$ cat config.mk
export PLATFORM = sky130hd
export DESIGN_NAME = tree_scan_ctrl
export DESIGN_NICKNAME = d
export VERILOG_FILES = /design/src/rtl/tree_scan_pkg.sv /design/src/rtl/tree_scan_ctrl_chunk_select.sv /design/src/rtl/tree_scan_ctrl.sv
export SDC_FILE = /design/constraint.sdc
export NUM_CORES = 1
export LEC_CHECK = 0
export BUFFER_PORTS_ARGS = -buffer_cell sky130_fd_sc_hd__buf_2
export CAP_MARGIN = 20
export CORE_AREA = 2 2 409 411
export CTS_CLUSTER_SIZE = 24
export DETAILED_ROUTE_END_ITERATION = 8
export DIE_AREA = 0 0 411 413
export GPL_TIMING_DRIVEN = 0
export PLACE_DENSITY = 0.52
export SYNTH_ARGS = -nofsm -noshare
export SYNTH_HDL_FRONTEND = slang
export SYNTH_HIERARCHICAL = 1
export SYNTH_SLANG_ARGS = --single-unit
$ cat constraint.sdc
create_clock -name clk -period 48.1 [get_ports clk]
set_input_delay 4.81 -clock clk [delete_from_list [all_inputs] [get_ports clk]]
set_output_delay 4.81 -clock clk [all_outputs]
set_load 0.01 [all_outputs]
$ cat src/rtl/tree_scan_pkg.sv
// Shared definitions for the chunked selection-tree scan controller:
// state encoding and small sizing helpers.
package tree_scan_pkg;

  localparam logic [1:0] S_IDLE = 2'd0;
  localparam logic [1:0] S_SCAN = 2'd1;
  localparam logic [1:0] S_HOLD = 2'd2;

  function automatic int chunk_count(input int num, input int chunk);
    return num / chunk;
  endfunction

  // Counter/index widths never collapse to zero bits.
  function automatic int clog2_min1(input int n);
    return (n <= 1) ? 1 : $clog2(n);
  endfunction

endpackage

$ cat src/rtl/tree_scan_ctrl_chunk_select.sv
// Combinational priority selector: lowest entry with bit0==0 wins,
// otherwise the last entry of the chunk is passed through with hit=0.
module chunk_select
  import tree_scan_pkg::*;
#(
  parameter int CHUNK = 8,
  parameter int LEN   = 16,
  localparam int LW   = clog2_min1(CHUNK)
) (
  input  logic [CHUNK*LEN-1:0] i_entries,
  output logic [LEN-1:0]       o_value,
  output logic [LW-1:0]        o_local_idx,
  output logic                 o_hit
);

  logic [LEN-1:0] w_ent [CHUNK];

  genvar gi;
  generate
    for (gi = 0; gi < CHUNK; gi++) begin : g_unpack
      assign w_ent[gi] = i_entries[gi*LEN +: LEN];
    end
  endgenerate

  // Walk downwards so the lowest matching entry is the last assignment.
  always_comb begin
    o_value     = w_ent[CHUNK-1];
    o_local_idx = LW'(CHUNK-1);
    o_hit       = 1'b0;
    for (int i = CHUNK-1; i >= 0; i--) begin
      if (!w_ent[i][0]) begin
        o_value     = w_ent[i];
        o_local_idx = LW'(i);
        o_hit       = 1'b1;
      end
    end
  end

endmodule

$ cat src/rtl/tree_scan_ctrl.sv
// Time-multiplexed selection reduction: one CHUNK-wide selector scans a
// snapshotted NUM-entry vector, stopping at the first chunk with a hit.
module tree_scan_ctrl
  import tree_scan_pkg::*;
#(
  parameter int NUM   = 64,
  parameter int LEN   = 16,
  parameter int CHUNK = 8,
  parameter int IDXW  = $clog2(NUM)
) (
  input  logic               clk,
  input  logic               rst,
  input  logic               start,
  input  logic [NUM*LEN-1:0] in,
  output logic               in_ready,
  output logic               out_valid,
  input  logic               out_ready,
  output logic [LEN-1:0]     sum,
  output logic [IDXW-1:0]    idx,
  output logic               found,
  output logic               busy
);

  localparam int NCH = chunk_count(NUM, CHUNK);
  localparam int KW  = clog2_min1(NCH);
  localparam int LW  = clog2_min1(CHUNK);
  localparam int CW  = $clog2(CHUNK);

  logic [1:0]         r_state;
  logic [1:0]         w_next_state;
  logic [KW-1:0]      r_k;
  logic [NUM*LEN-1:0] r_snap;
  logic [LEN-1:0]     r_sum;
  logic [IDXW-1:0]    r_idx;
  logic               r_found;

  logic [CHUNK*LEN-1:0] w_chunks [NCH];
  logic [CHUNK*LEN-1:0] w_cur;
  logic [LEN-1:0]       w_value;
  logic [LW-1:0]        w_loc;
  logic                 w_hit;
  logic                 w_done;
  logic [IDXW-1:0]      w_idx;

  genvar gi;
  generate
    for (gi = 0; gi < NCH; gi++) begin : g_chunk
      assign w_chunks[gi] = r_snap[gi*CHUNK*LEN +: CHUNK*LEN];
    end
  endgenerate

  assign w_cur = w_chunks[r_k];

  chunk_select #(
    .CHUNK (CHUNK),
    .LEN   (LEN)
  ) u_chunk_select (
    .i_entries   (w_cur),
    .o_value     (w_value),
    .o_local_idx (w_loc),
    .o_hit       (w_hit)
  );

  // k*CHUNK is a pure shift, so the global index is base OR local offset.
  assign w_idx  = (IDXW'(r_k) << CW) | IDXW'(w_loc);
  assign w_done = w_hit || (r_k == KW'(NCH-1));

  always_ff @(posedge clk) begin
    if (rst) begin
      r_state <= S_IDLE;
    end else begin
      r_state <= w_next_state;
    end
  end

  always_comb begin
    w_next_state = r_state;
    case (r_state)
      S_IDLE:  if (start)     w_next_state = S_SCAN;
      S_SCAN:  if (w_done)    w_next_state = S_HOLD;
      S_HOLD:  if (out_ready) w_next_state = S_IDLE;
      default: w_next_state = S_IDLE;
    endcase
  end

  always_comb begin
    in_ready  = (r_state == S_IDLE);
    out_valid = (r_state == S_HOLD);
    busy      = (r_state == S_SCAN) || (r_state == S_HOLD);
  end

  // Snapshot contents are don't-care after reset, so it carries no reset.
  always_ff @(posedge clk) begin
    if (!rst && r_state == S_IDLE && start) begin
      r_snap <= in;
    end
  end

  always_ff @(posedge clk) begin
    if (rst) begin
      r_k     <= '0;
      r_sum   <= '0;
      r_idx   <= '0;
      r_found <= 1'b0;
    end else begin
      if (r_state == S_IDLE && start) begin
        r_k <= '0;
      end else if (r_state == S_SCAN) begin
        if (w_done) begin
          r_sum   <= w_value;
          r_idx   <= w_idx;
          r_found <= w_hit;
        end else begin
          r_k <= r_k + 1'b1;
        end
      end
    end
  end

  assign sum   = r_sum;
  assign idx   = r_idx;
  assign found = r_found;

endmodule

==> run summary <==
status -> completed
Final period util -> 14.8%
DR pass1 iterations -> 5
setup TNS -> 0 ns
FF-to-FF Start -> r_k[1]
worst slew pin tran -> 1.10 ns
Crit-path slowest cell -> nor2_4
Hold Path End -> idx[4]
Seq/Total Area, Yosys -> 76.0%
Syn Std Cell Area -> 41200 µm²
Setup Fix Bufs, Post-CTS -> 0
cts repair resizes -> 0
Die ar. -> 170000 µm²
CP Buf/Inv Count -> 8
clock skew -> 0.0385 ns
top cells by area, synth -> edfxtp_1 (75%), mux4_2 (8.4%), mux4_1 (6.6%)
initial antenna violation count -> 103
Longest Clk Path Bufs -> 3
Final Instance Area -> 53800 µm²
Synth Net Count -> 2805
critical path class -> in2reg
Slew headroom -> 26.7%
Starting DRT DRC Count -> 1606
syn_area_per_cell -> 23.3 µm²
Routed Wire Length -> 159000 µm
Leak -> 19.0 nW
hold-fix buffers at CTS -> 0
worst-path maximum fanout -> 34
share of layout cells above drive strength 1 -> 52.3%
final total power -> 2.28 mW
final hold viol count -> 0
pin count of the biggest net entering global routing -> 38
reg2reg end -> sum[8]
startpoint type of the worst setup path -> input pin
VDD IR max -> 33.0 µV
placed cell area -> 50000 µm²
pre-CTS setup slack -> 40.15 ns
register bit total from synthesis -> 1052
power per cell area -> 42.2 nW/µm²
post-route ant nets -> 0
port bufs -> 1053
DRC -> 0
root buf cell -> clkbuf_16
CTS Buf Count -> 116
share of flip-flops with an asynchronous set or reset -> 0%
Total GRT Usage -> 18.1%
GRT overflow -> 0
Crit path arrival time -> 7.56 ns
number of global-route vias before repair -> 24339
area grow syn2layout -> 30.8%
Post-synth top cells -> edfxtp_1 (1024), mux4_2 (153), mux2_2 (128)
Primary FF master, synth -> edfxtp_1
Std-Cell Rows -> 150
Core Area -> 166000 µm²
CP Capture Type -> register
Yosys top cell by area -> edfxtp_1
Initial Utilization -> 24.8%
EDFF count, synth -> 1024
total clock sinks -> 1052
top-area cell type share of the netlist area -> 74.7%
routability cong. -> 0.816
wire per inst -> 29.9 µm
RSZ-0062 raised after global routing -> false
synth warn -> 6
top-count cell post-synth -> edfxtp_1
Slowest Stage Delay on Critical Path -> 0.71 ns
Clock Pin Slew Worst Setup and Hold Paths -> 0.06 ns
fmax -> 140 MHz
Ports -> 1054
Setup WS post-layout -> 40.97 ns
flop-to-flop setup slack -> 43.03 ns
cell repeated most along the worst path -> buf_12
final-stage net count -> 4012
clk_lat worst skew -> 0.77 ns
Worst R2R Path Depth -> 15
crit-path leading delay family -> buffers and inverters
Vias -> 23283
vias per inst -> 4.39
Period minus WS final -> 7.13 ns
Util after Layout -> 32.5%
stages on the worst setup path -> 10
first-pass GRT wire length -> 205000 µm
critical path required time -> 48.53 ns
Netlist cell types -> 37
Slew Viols, Final -> 0
Cells after Synth -> 1771
Hold Path Cell Cnt -> 2
max_cap viols -> 0
CTS tree -> done
hpwl dp -> 127000 µm
Die Span Y -> 413 µm
H-tree levels -> 3
Die Width -> 411 µm
Worst Hold Launch -> idx[4]
Hold Crit Class -> reg2reg
Final setup viols -> 0
crit-path cells -> buf_2 -> nand2_1 -> nor2_4 -> buf_12 -> buf_12 -> buf_12 -> buf_12 -> buf_12 -> buf_12 -> buf_12
==> registers in the layout (all words and copies together) (netlist names) <==
signal and count:
sum 16, r_state 2, idx 6, r_snap 1024, r_k 3, found 1
==> cell families after synthesis <==
| group | Yosys count | synth area share (%) |
|---|---|---|
| AOI/OAI and AO/OA | 82 | 1.65 |
| xor gates and xnor gates | 1 | 0.0213 |
| adders and majority gates | 6 | 0.182 |
| buffers and inverters | 107 | 1.63 |
| DFF | 1052 | 76.0 |
| muxes | 423 | 19.4 |
| and+or+nand+nor | 100 | 1.11 |
==> metrics by stage <==
stage / instances / hold slack (ns)
after global routing: 5288 / 0.469
after detailed placement: 5064 / 0.446
after global placement: 5028 / 0.445
after CTS: 5276 / 0.458
after floorplan: 1771 / 0.479
final: 5305 / 0.457
==> metal layers <==
layer | share of wire, % | GRT usage (%) | up-vias
met4 | 2.6 | 5.25 | 86
li1 | - | - | 10110
met3 | 7.3 | 5.20 | 291
met1 | 36 | 20.1 | 11817
met2 | 53 | 33.5 | 979
met5 | 0.32 | 0 | -
==> placed cells by master (no fill, tap or decap), types with 3 or more instances in the layout <==
master / count
a21oi_1: 8
a21oi_2: 8
a221oi_1: 21
a221oi_2: 9
buf_1: 17
buf_12: 30
buf_16: 7
buf_2: 1066
buf_6: 27
buf_8: 3
bufinv_16: 11
clkbuf_1: 60
clkbuf_16: 120
clkbuf_2: 3
clkbuf_8: 3
clkinv_1: 21
clkinv_2: 16
clkinv_4: 4
clkinvlp_4: 8
dfxtp_1: 28
diode_2: 29
edfxtp_1: 1024
ha_1: 6
inv_1: 5
inv_6: 3
mux2_2: 128
mux2i_1: 39
mux4_1: 103
mux4_2: 153
nand2_1: 50
nor2_1: 22
nor2b_1: 4
o211ai_1: 15
o21ai_0: 3
o22ai_1: 14
or3_1: 16
==> worst max-delay path by stage <==
stage	endpoint	slack (ns)	from
2_1_floorplan	r_snap[0]	15.86	start
3_3_place_gp	r_snap[215]	4.20	start
3_5_place_dp	r_snap[219]	40.15	start
4_1_cts	r_snap[218]	41.00	start
5_1_grt	r_snap[93]	40.76	start
6_report	r_snap[349]	40.97	start
==> area by class of cell <==
cell class / instances / area (µm²)
Multi-Input combinational cell: 612 / 9210
Antenna cell: 29 / 72.6
Timing Repair Buffer: 1089 / 6040
Buffer: 100 / 648
Inverter: 7 / 26.3
Tap cell: 2204 / 2760
Fill cell: 16187 / 112000
Clock inverter: 65 / 647
Clock buffer: 147 / 3130
Sequential cell: 1052 / 31300
==> worst register-to-register path: cells and delay by family, from the launching register on <==
kind / cells / cell delay [ns]
buffers and inverters: 8 / 2.89
multiplexers: 3 / 1.04
flip-flops: 1 / 0.39
AND/OR/NAND/NOR: 4 / 0.67
==> report_power, final <==
| part | switching [mW] | internal [mW] | total (mW) |
|---|---|---|---|
| Combinational | 0.131 | 0.0970 | 0.228 |
| Sequential | 0.0267 | 1.12 | 1.15 |
| Clock | 0.379 | 0.518 | 0.897 |
Power figures use the tool's default switching activity.
